## src/rtl/ex_cc_mreg.sv

```systemverilog
// ex_cc_mreg: execute-stage tail of the Y86-64 pipeline.
//
// This block holds the condition-code register, evaluates the jump/cmov
// condition for the instruction in E, and holds the E->M pipeline register.
//
// Ports:
//   clk, rst_n          pipeline clock and synchronous active-low reset
//   E_stat .. E_dstM    fields of the instruction currently in E
//   alu_valE, alu_cf    ALU result and its flags {OF,SF,ZF}
//   m_stat, W_stat      statuses further down the pipe (these gate CC updates)
//   M_bubble            load a NOP into M on this edge
//   cc                  current condition codes {OF,SF,ZF}
//   e_cnd, e_dstE       combinational condition result and squashed dstE
//   M_*                 contents of the M pipeline register
module ex_cc_mreg #(
    parameter int W = 64
) (
    input  logic         clk,
    input  logic         rst_n,
    input  logic [2:0]   E_stat,
    input  logic [3:0]   E_icode,
    input  logic [3:0]   E_ifun,
    input  logic [W-1:0] E_valA,
    input  logic [3:0]   E_dstE,
    input  logic [3:0]   E_dstM,
    input  logic [W-1:0] alu_valE,
    input  logic [2:0]   alu_cf,
    input  logic [2:0]   m_stat,
    input  logic [2:0]   W_stat,
    input  logic         M_bubble,
    output logic [2:0]   cc,
    output logic         e_cnd,
    output logic [3:0]   e_dstE,
    output logic [2:0]   M_stat,
    output logic [3:0]   M_icode,
    output logic         M_cnd,
    output logic [W-1:0] M_valE,
    output logic [W-1:0] M_valA,
    output logic [3:0]   M_dstE,
    output logic [3:0]   M_dstM
);

    localparam logic [2:0] STAT_AOK   = 3'd1;
    localparam logic [2:0] STAT_HLT   = 3'd2;
    localparam logic [2:0] STAT_ADR   = 3'd3;
    localparam logic [2:0] STAT_INS   = 3'd4;
    localparam logic [3:0] ICODE_NOP  = 4'd1;
    localparam logic [3:0] ICODE_CMOV = 4'd2;
    localparam logic [3:0] ICODE_OPQ  = 4'd6;
    localparam logic [3:0] RNONE      = 4'hF;
    localparam logic [2:0] CC_RESET   = 3'b001;

    function automatic logic is_exc(input logic [2:0] s);
        return (s == STAT_HLT) || (s == STAT_ADR) || (s == STAT_INS);
    endfunction

    logic [2:0]   cc_q,      cc_d;
    logic [2:0]   m_stat_q,  m_stat_d;
    logic [3:0]   m_icode_q, m_icode_d;
    logic         m_cnd_q,   m_cnd_d;
    logic [W-1:0] m_vale_q,  m_vale_d;
    logic [W-1:0] m_vala_q,  m_vala_d;
    logic [3:0]   m_dste_q,  m_dste_d;
    logic [3:0]   m_dstm_q,  m_dstm_d;

    logic set_cc;
    logic zf, sf, of_flag;

    always_comb begin
        zf      = cc_q[0];
        sf      = cc_q[1];
        of_flag = cc_q[2];

        // Condition evaluates against the pre-update flags, for every icode.
        e_cnd = 1'b0;
        case (E_ifun)
            4'd0:    e_cnd = 1'b1;
            4'd1:    e_cnd = (sf ^ of_flag) | zf;
            4'd2:    e_cnd = sf ^ of_flag;
            4'd3:    e_cnd = zf;
            4'd4:    e_cnd = ~zf;
            4'd5:    e_cnd = ~(sf ^ of_flag);
            4'd6:    e_cnd = ~(sf ^ of_flag) & ~zf;
            default: e_cnd = 1'b0;
        endcase

        // A cmov that is not taken writes no register.
        e_dstE = ((E_icode == ICODE_CMOV) && !e_cnd) ? RNONE : E_dstE;

        // An older instruction that faulted must not see flags from a younger OPq.
        set_cc = (E_icode == ICODE_OPQ) && !is_exc(m_stat) && !is_exc(W_stat);
        cc_d   = set_cc ? alu_cf : cc_q;

        if (M_bubble) begin
            m_stat_d  = STAT_AOK;
            m_icode_d = ICODE_NOP;
            m_cnd_d   = 1'b0;
            m_vale_d  = '0;
            m_vala_d  = '0;
            m_dste_d  = RNONE;
            m_dstm_d  = RNONE;
        end else begin
            m_stat_d  = E_stat;
            m_icode_d = E_icode;
            m_cnd_d   = e_cnd;
            m_vale_d  = alu_valE;
            m_vala_d  = E_valA;
            m_dste_d  = e_dstE;
            m_dstm_d  = E_dstM;
        end
    end

    always_ff @(posedge clk) begin
        if (!rst_n) begin
            cc_q      <= CC_RESET;
            m_stat_q  <= STAT_AOK;
            m_icode_q <= ICODE_NOP;
            m_cnd_q   <= 1'b0;
            m_vale_q  <= '0;
            m_vala_q  <= '0;
            m_dste_q  <= RNONE;
            m_dstm_q  <= RNONE;
        end else begin
            cc_q      <= cc_d;
            m_stat_q  <= m_stat_d;
            m_icode_q <= m_icode_d;
            m_cnd_q   <= m_cnd_d;
            m_vale_q  <= m_vale_d;
            m_vala_q  <= m_vala_d;
            m_dste_q  <= m_dste_d;
            m_dstm_q  <= m_dstm_d;
        end
    end

    assign cc      = cc_q;
    assign M_stat  = m_stat_q;
    assign M_icode = m_icode_q;
    assign M_cnd   = m_cnd_q;
    assign M_valE  = m_vale_q;
    assign M_valA  = m_vala_q;
    assign M_dstE  = m_dste_q;
    assign M_dstM  = m_dstm_q;

endmodule

```

## config.mk

```make
export PLATFORM = sky130hd
export DESIGN_NAME = ex_cc_mreg
export DESIGN_NICKNAME = d
export VERILOG_FILES = /design/src/rtl/ex_cc_mreg.sv
export SDC_FILE = /design/constraint.sdc
export NUM_CORES = 1
export LEC_CHECK = 0
export CAP_MARGIN = 40
export CORE_AREA = 2 2 121 123
export DETAILED_ROUTE_END_ITERATION = 8
export DIE_AREA = 0 0 123 125
export PLACE_DENSITY = 0.72
export SLEW_MARGIN = 40
export SYNTH_ARGS = -nofsm -noshare
export SYNTH_HDL_FRONTEND = slang
export SYNTH_SLANG_ARGS = --single-unit
```

## constraint.sdc

```tcl
create_clock -name clk -period 2.7 [get_ports clk]
set_input_delay 0.27 -clock clk [delete_from_list [all_inputs] [get_ports clk]]
set_output_delay 0.27 -clock clk [all_outputs]
set_load 0.01 [all_outputs]
```

# After elaboration in Yosys (flattened, before gate mapping)
# Cells that the tools add are included.
op_classes:
  n_eq_ne: 14
  mux: 2
  bitwise: 6
  n_reduce_logical: 12
ops:
  columns: ["op", "n"]
  rows:
  - ["== test 4 x 3 -> 1 bit (second input constant)", 4]
  - ["== test 3 x 2 -> 1 bit (second input constant)", 4]
  - ["== test 4 x 2 -> 1 bit (second input constant)", 3]
  - ["one-hot mux 1 bit (7 select lines)", 1]
  - ["== test 3 bit (second input constant)", 2]
  - ["== test 4 x 1 -> 1 bit (second input constant)", 1]
  - ["zero test 4 bit", 1]
  - ["logical OR 1 bit", 4]
  - ["two-way mux 4 bit", 1]
  - ["logical AND 1 bit", 3]
  - ["zero test 1 bit", 3]
  - ["inverter 1 bit", 3]
  - ["OR reduction 2 bit", 1]
  - ["AND 1 bit", 1]
  - ["bitwise OR 1 bit", 1]
  - ["bitwise XOR 1 bit", 1]
word_totals:
  register_bits: 147
  inputBits: 159
  out_inout_bits: 152
  elab_cells: 42

# Longest topological paths before layout
depth:
  ltp_word: 7
  depth_mapped: 5
  ltp_nobuf: 4

# Worst setup path after synthesis
# No wires, ideal clock.
synth_path:
  kind: "reg2out"
  from: "reg cc_q[0], in the netlist cc[0]"
  to: "out e_dstE[0]"
  t_arrival_ns: 1.193
  t_required_ns: 2.430
  setup_slack_ns: 1.237
  path_stages_with_launch: 5
  n_path_buf: 0
  cell_sequence: "dfxtp_1 -> o31ai_1 -> a21oi_1 -> o31ai_4 -> nand2b_1"
synth_via:
  elab_chain_len: 6
  word_cells_on_any_way: 7
  cone_classes: "mux (2); bitwise (3); reduce/logical (2)"
synth_rtl:
  columns: ["element", "line_no", "rtl"]
  rows:
  - ["start, declared", "57", "logic [2:0] cc_q, cc_d;"]
  - ["start signal, assigned", "115", "cc_q <= CC_RESET;"]
  - ["start signal, assigned", "124", "cc_q <= cc_d;"]
  - ["inverter 1 bit", "81, 83", null]
  - ["AND 1 bit", "83", "4'd6: e_cnd = ~(sf ^ of_flag) & ~zf;"]
  - ["one-hot mux 1 bit (7 select lines) *", "76", "case (E_ifun)"]
  - ["zero test 1 bit *", "88", "e_dstE = ((E_icode == ICODE_CMOV) && !e_cnd) ? RNONE : E_dstE;"]
  - ["logical AND 1 bit *", "88", null]
  - ["two-way mux 4 bit *", "88", null]
  - ["end, declared", "33", "output logic [3:0] e_dstE,"]
# Mark *: on every way between the ends. The rest lies on a longest branch, timed or not.

# Final worst setup path
layout_path:
  from: "in E_ifun[0]"
  to: "out e_dstE[1]"
layout_via:
  elab_chain_len: 5
  word_cells_on_any_way: 11
  cone_classes: "eq/ne (6); mux (2); reduce/logical (3)"
layout_rtl:
  columns: ["element", "line_no", "rtl"]
  rows:
  - ["start, declared", "22", "input logic [3:0] E_ifun,"]
  - ["== test 4 x 3 -> 1 bit (tied with other cells)", "76", null]
  - ["one-hot mux 1 bit (7 select lines) *", "76", null]
  - ["zero test 1 bit *", "88", null]
  - ["logical AND 1 bit *", "88", null]
  - ["two-way mux 4 bit *", "88", null]
# Marked as above.

==> out/qor.csv <==
stage;metric;value;unit
sta;hold_violations;0;
setup_path;critPathSlowestCell;clkdlybuf4s50_1;
sta;relSlewSlack;0.6866;
grt;gr-total-overflow;0;
sta;maxSlewViolCount;0;
setup_path;critPathLaunchType;primary input;
clocking;cts_buffers;17;
yosys;ys_warn_count;0;
sta;tns;0;ps
yosys;syn-instance-count;341;
setup_path;crit_type;in -> out;
sta;setup_viol_count_final;0;
status;outcome;finished clean;
sta;rsz0062_at_grt;false;
setup_path;critPathLaunch;E_ifun[0];
floorplanning;rows;44;
floorplanning;fp.dieW;123;um
floorplanning;die_h;125;um
place;gp_congestion;0.7593;
clocking;insertion_delay;410;ps
grt;track_usage;0.1464;
grt;antenna_found_initial;0;
clocking;ctsHoldBuffers;0;
sta;hold_slack;412.0;ps
drt;via_per_inst;3.978;
clocking;cts_tree;done;
sta;finalClockSkew;2.357;ps
drt;drt_wl_total;11430;um
floorplanning;dieArea;15380;um^2
sta;period_needed;2472;ps
place;hpwl;8742;um
yosys;synth_area;4188;um^2
clocking;root_buffer;clkbuf_16;
setup_path;worstReg2RegStart;cc[2];
setup_path;max_stage_delay;550;ps
final_layout;antenna_cells;0;
grt;grt_pass1_wl;17040;um
final_layout;layout_common_cells;310 x clkdlybuf4s50_1, 147 x dfxtp_1, 134 x and2_1;
clocking;cts_resized;0;
setup_path;critPathMostFrequentCell;clkdlybuf4s50_1;
sta;max_freq;404.6;MHz
clocking;cts.sinks;147;
pwr;peakVddDrop;0.4071;mV
setup_path;path_cells;clkdlybuf4s50_1 > mux2i_1 > a21oi_1 > o31ai_4 > nand2b_1 > clkdlybuf4s50_1;
floorplanning;io_pins;311;
yosys;avgSynthCellArea;12.28;um^2
setup_path;crit_arrival;2200;ps
drt;post_drt_wl_per_cell;13.40;um
worst_hold_path;hp-class;in -> reg;
floorplanning;core_region_area;14200;um^2
place;dp.cells;822;
clocking;post-cts-setup-buffers;0;
final_layout;area_delta_synth_final;93.91;%
sta;fin_crit_sh;0.9154;
final_layout;fin_cells;853;
drt;vias;3393;
grt;grt_max_degree;105;
setup_path;endpoint_kind;primary output;
worst_hold_path;worstHoldStart;E_valA[21];
drt;drt-initial-drc-count;106;
pwr;powerDensity;664.2;nW/um^2
place;port_buffers;310;
final_layout;finalNetCount;816;
yosys;ys_ff_latch;147;
floorplanning;start_util;0.2948;
yosys;ys_types;23;
clocking;clockBufferDepth;2;
final_layout;layout_commonest_cell;clkdlybuf4s50_1;
drt;drc;0;
grt;grt_pass1_vias;3502;
yosys;synth-seq-area-share;0.7027;
sta;tightest_slew;462.8;ps
clocking;cts_max_level;4;
yosys;syn-num-nets;500;
final_layout;drive_gt1_frac;0.05232;
setup_path;crit_fanout;8;
final_layout;fillCellCount;1178;
setup_path;cp.required;2430;ps
drt;drtPass1Iterations;4;
drt;antenna_left;0;
job;drv_cap;0;
pwr;power_leakage;3.199;nW
clocking;path_clk_slew;60;ps
[final timing paths]
check	end	slack [ps]	cells past startpoint
min	M_valA[21]	410	2
min reg2reg	cc[1]	500	2
max reg2reg	M_dstE[0]	1310	4
max	e_dstE[1]	230	6
[per-layer routing]
layer / share of wire / up-vias / wire (um) / track usage
li1: - / 1684 / - / -
met4: 0.025 / 0 / 290 / 0.06885
met5: 0 / - / 0 / 0
met1: 0.35 / 1486 / 3957 / 0.1344
met3: 0.14 / 21 / 1614 / 0.08622
met2: 0.49 / 202 / 5568 / 0.2551
[synth_stat cells]
master,n,area share
o31ai_1,1,0.0018
a21o_1,1,0.0018
a21oi_1,1,0.0012
nor4b_1,1,0.0021
nand3b_1,4,0.0072
dfxtp_1,147,0.70
buf_2,2,0.0024
xnor2_1,1,0.0021
o311ai_1,1,0.0021
clkbuf_1,7,0.0063
nor2_1,1,0.00090
nand2_1,4,0.0036
inv_1,4,0.0036
and2_1,134,0.20
nand2b_1,10,0.015
o21ai_1,1,0.0012
mux2i_1,4,0.0096
a2111oi_4,1,0.0066
o31ai_4,1,0.0051
nor2b_1,5,0.0075
nor3_1,2,0.0024
o211a_1,1,0.0024
buf_4,7,0.013
[per-stage QoR]
| step | power (mW) | utilization | setup WS [ps] | cell area, um^2 |
|---|---|---|---|---|
| 2_1_floorplan | 2.471 | - | 1237 | 4188 |
| 3_3_place_gp | 2.888 | 0.5263 | 274.8 | 7475 |
| 3_5_place_dp | 2.898 | 0.5263 | 226.1 | 7475 |
| 4_1_cts | 5.467 | 0.5717 | 213.9 | 8120 |
| 5_1_grt | 5.605 | 0.5717 | 67.05 | 8120 |
| 6_report | 5.393 | 0.5717 | 228.4 | 8120 |
[registers in the layout, summed over array words and instances, names as in the netlist]
name and cells:
M_dstE 4, cc 3, M_icode 4, M_dstM 4, M_valE 64, M_stat 3
M_cnd 1, M_valA 64
[critical path, delay by kind of cell]
family / cells / cell delay, ps
mux: 1 / 210
buf+inv: 2 / 1040
compound gates: 2 / 580
simple gates: 1 / 100
[power breakdown]
group / switching, mW / leakage [nW] / internal, mW
clock network: 0.879 / 0.315 / 1.67
registers: 0.0220 / 1.21 / 2.26
logic: 0.169 / 1.68 / 0.398
total: 1.07 / 3.20 / 4.32
[cell families (layout without fill, tap and decap cells)]
logic type,after synthesis,count (layout),synth area share
AND/OR/NAND/NOR,161,161,0.2387
buffers and inverters,20,348,0.02480
AO/OA/AOI/OAI,8,8,0.02211
flip-flops,147,147,0.7027
multiplexers,4,4,0.009561
XOR/XNOR,1,1,0.002092
[area by class of cell]
type	count	area, um^2	share of cell area
timing repair buffer	313	3138	0.3864
multi-input combinational	174	1149	0.1414
sequential	147	2943	0.3624
clock buffer	20	446.7	0.05501
inverter	4	15.01	0.001849
clock inverter	11	198.9	0.02450
tap	184	230.2	0.02835
Power figures use the tool's default switching activity.
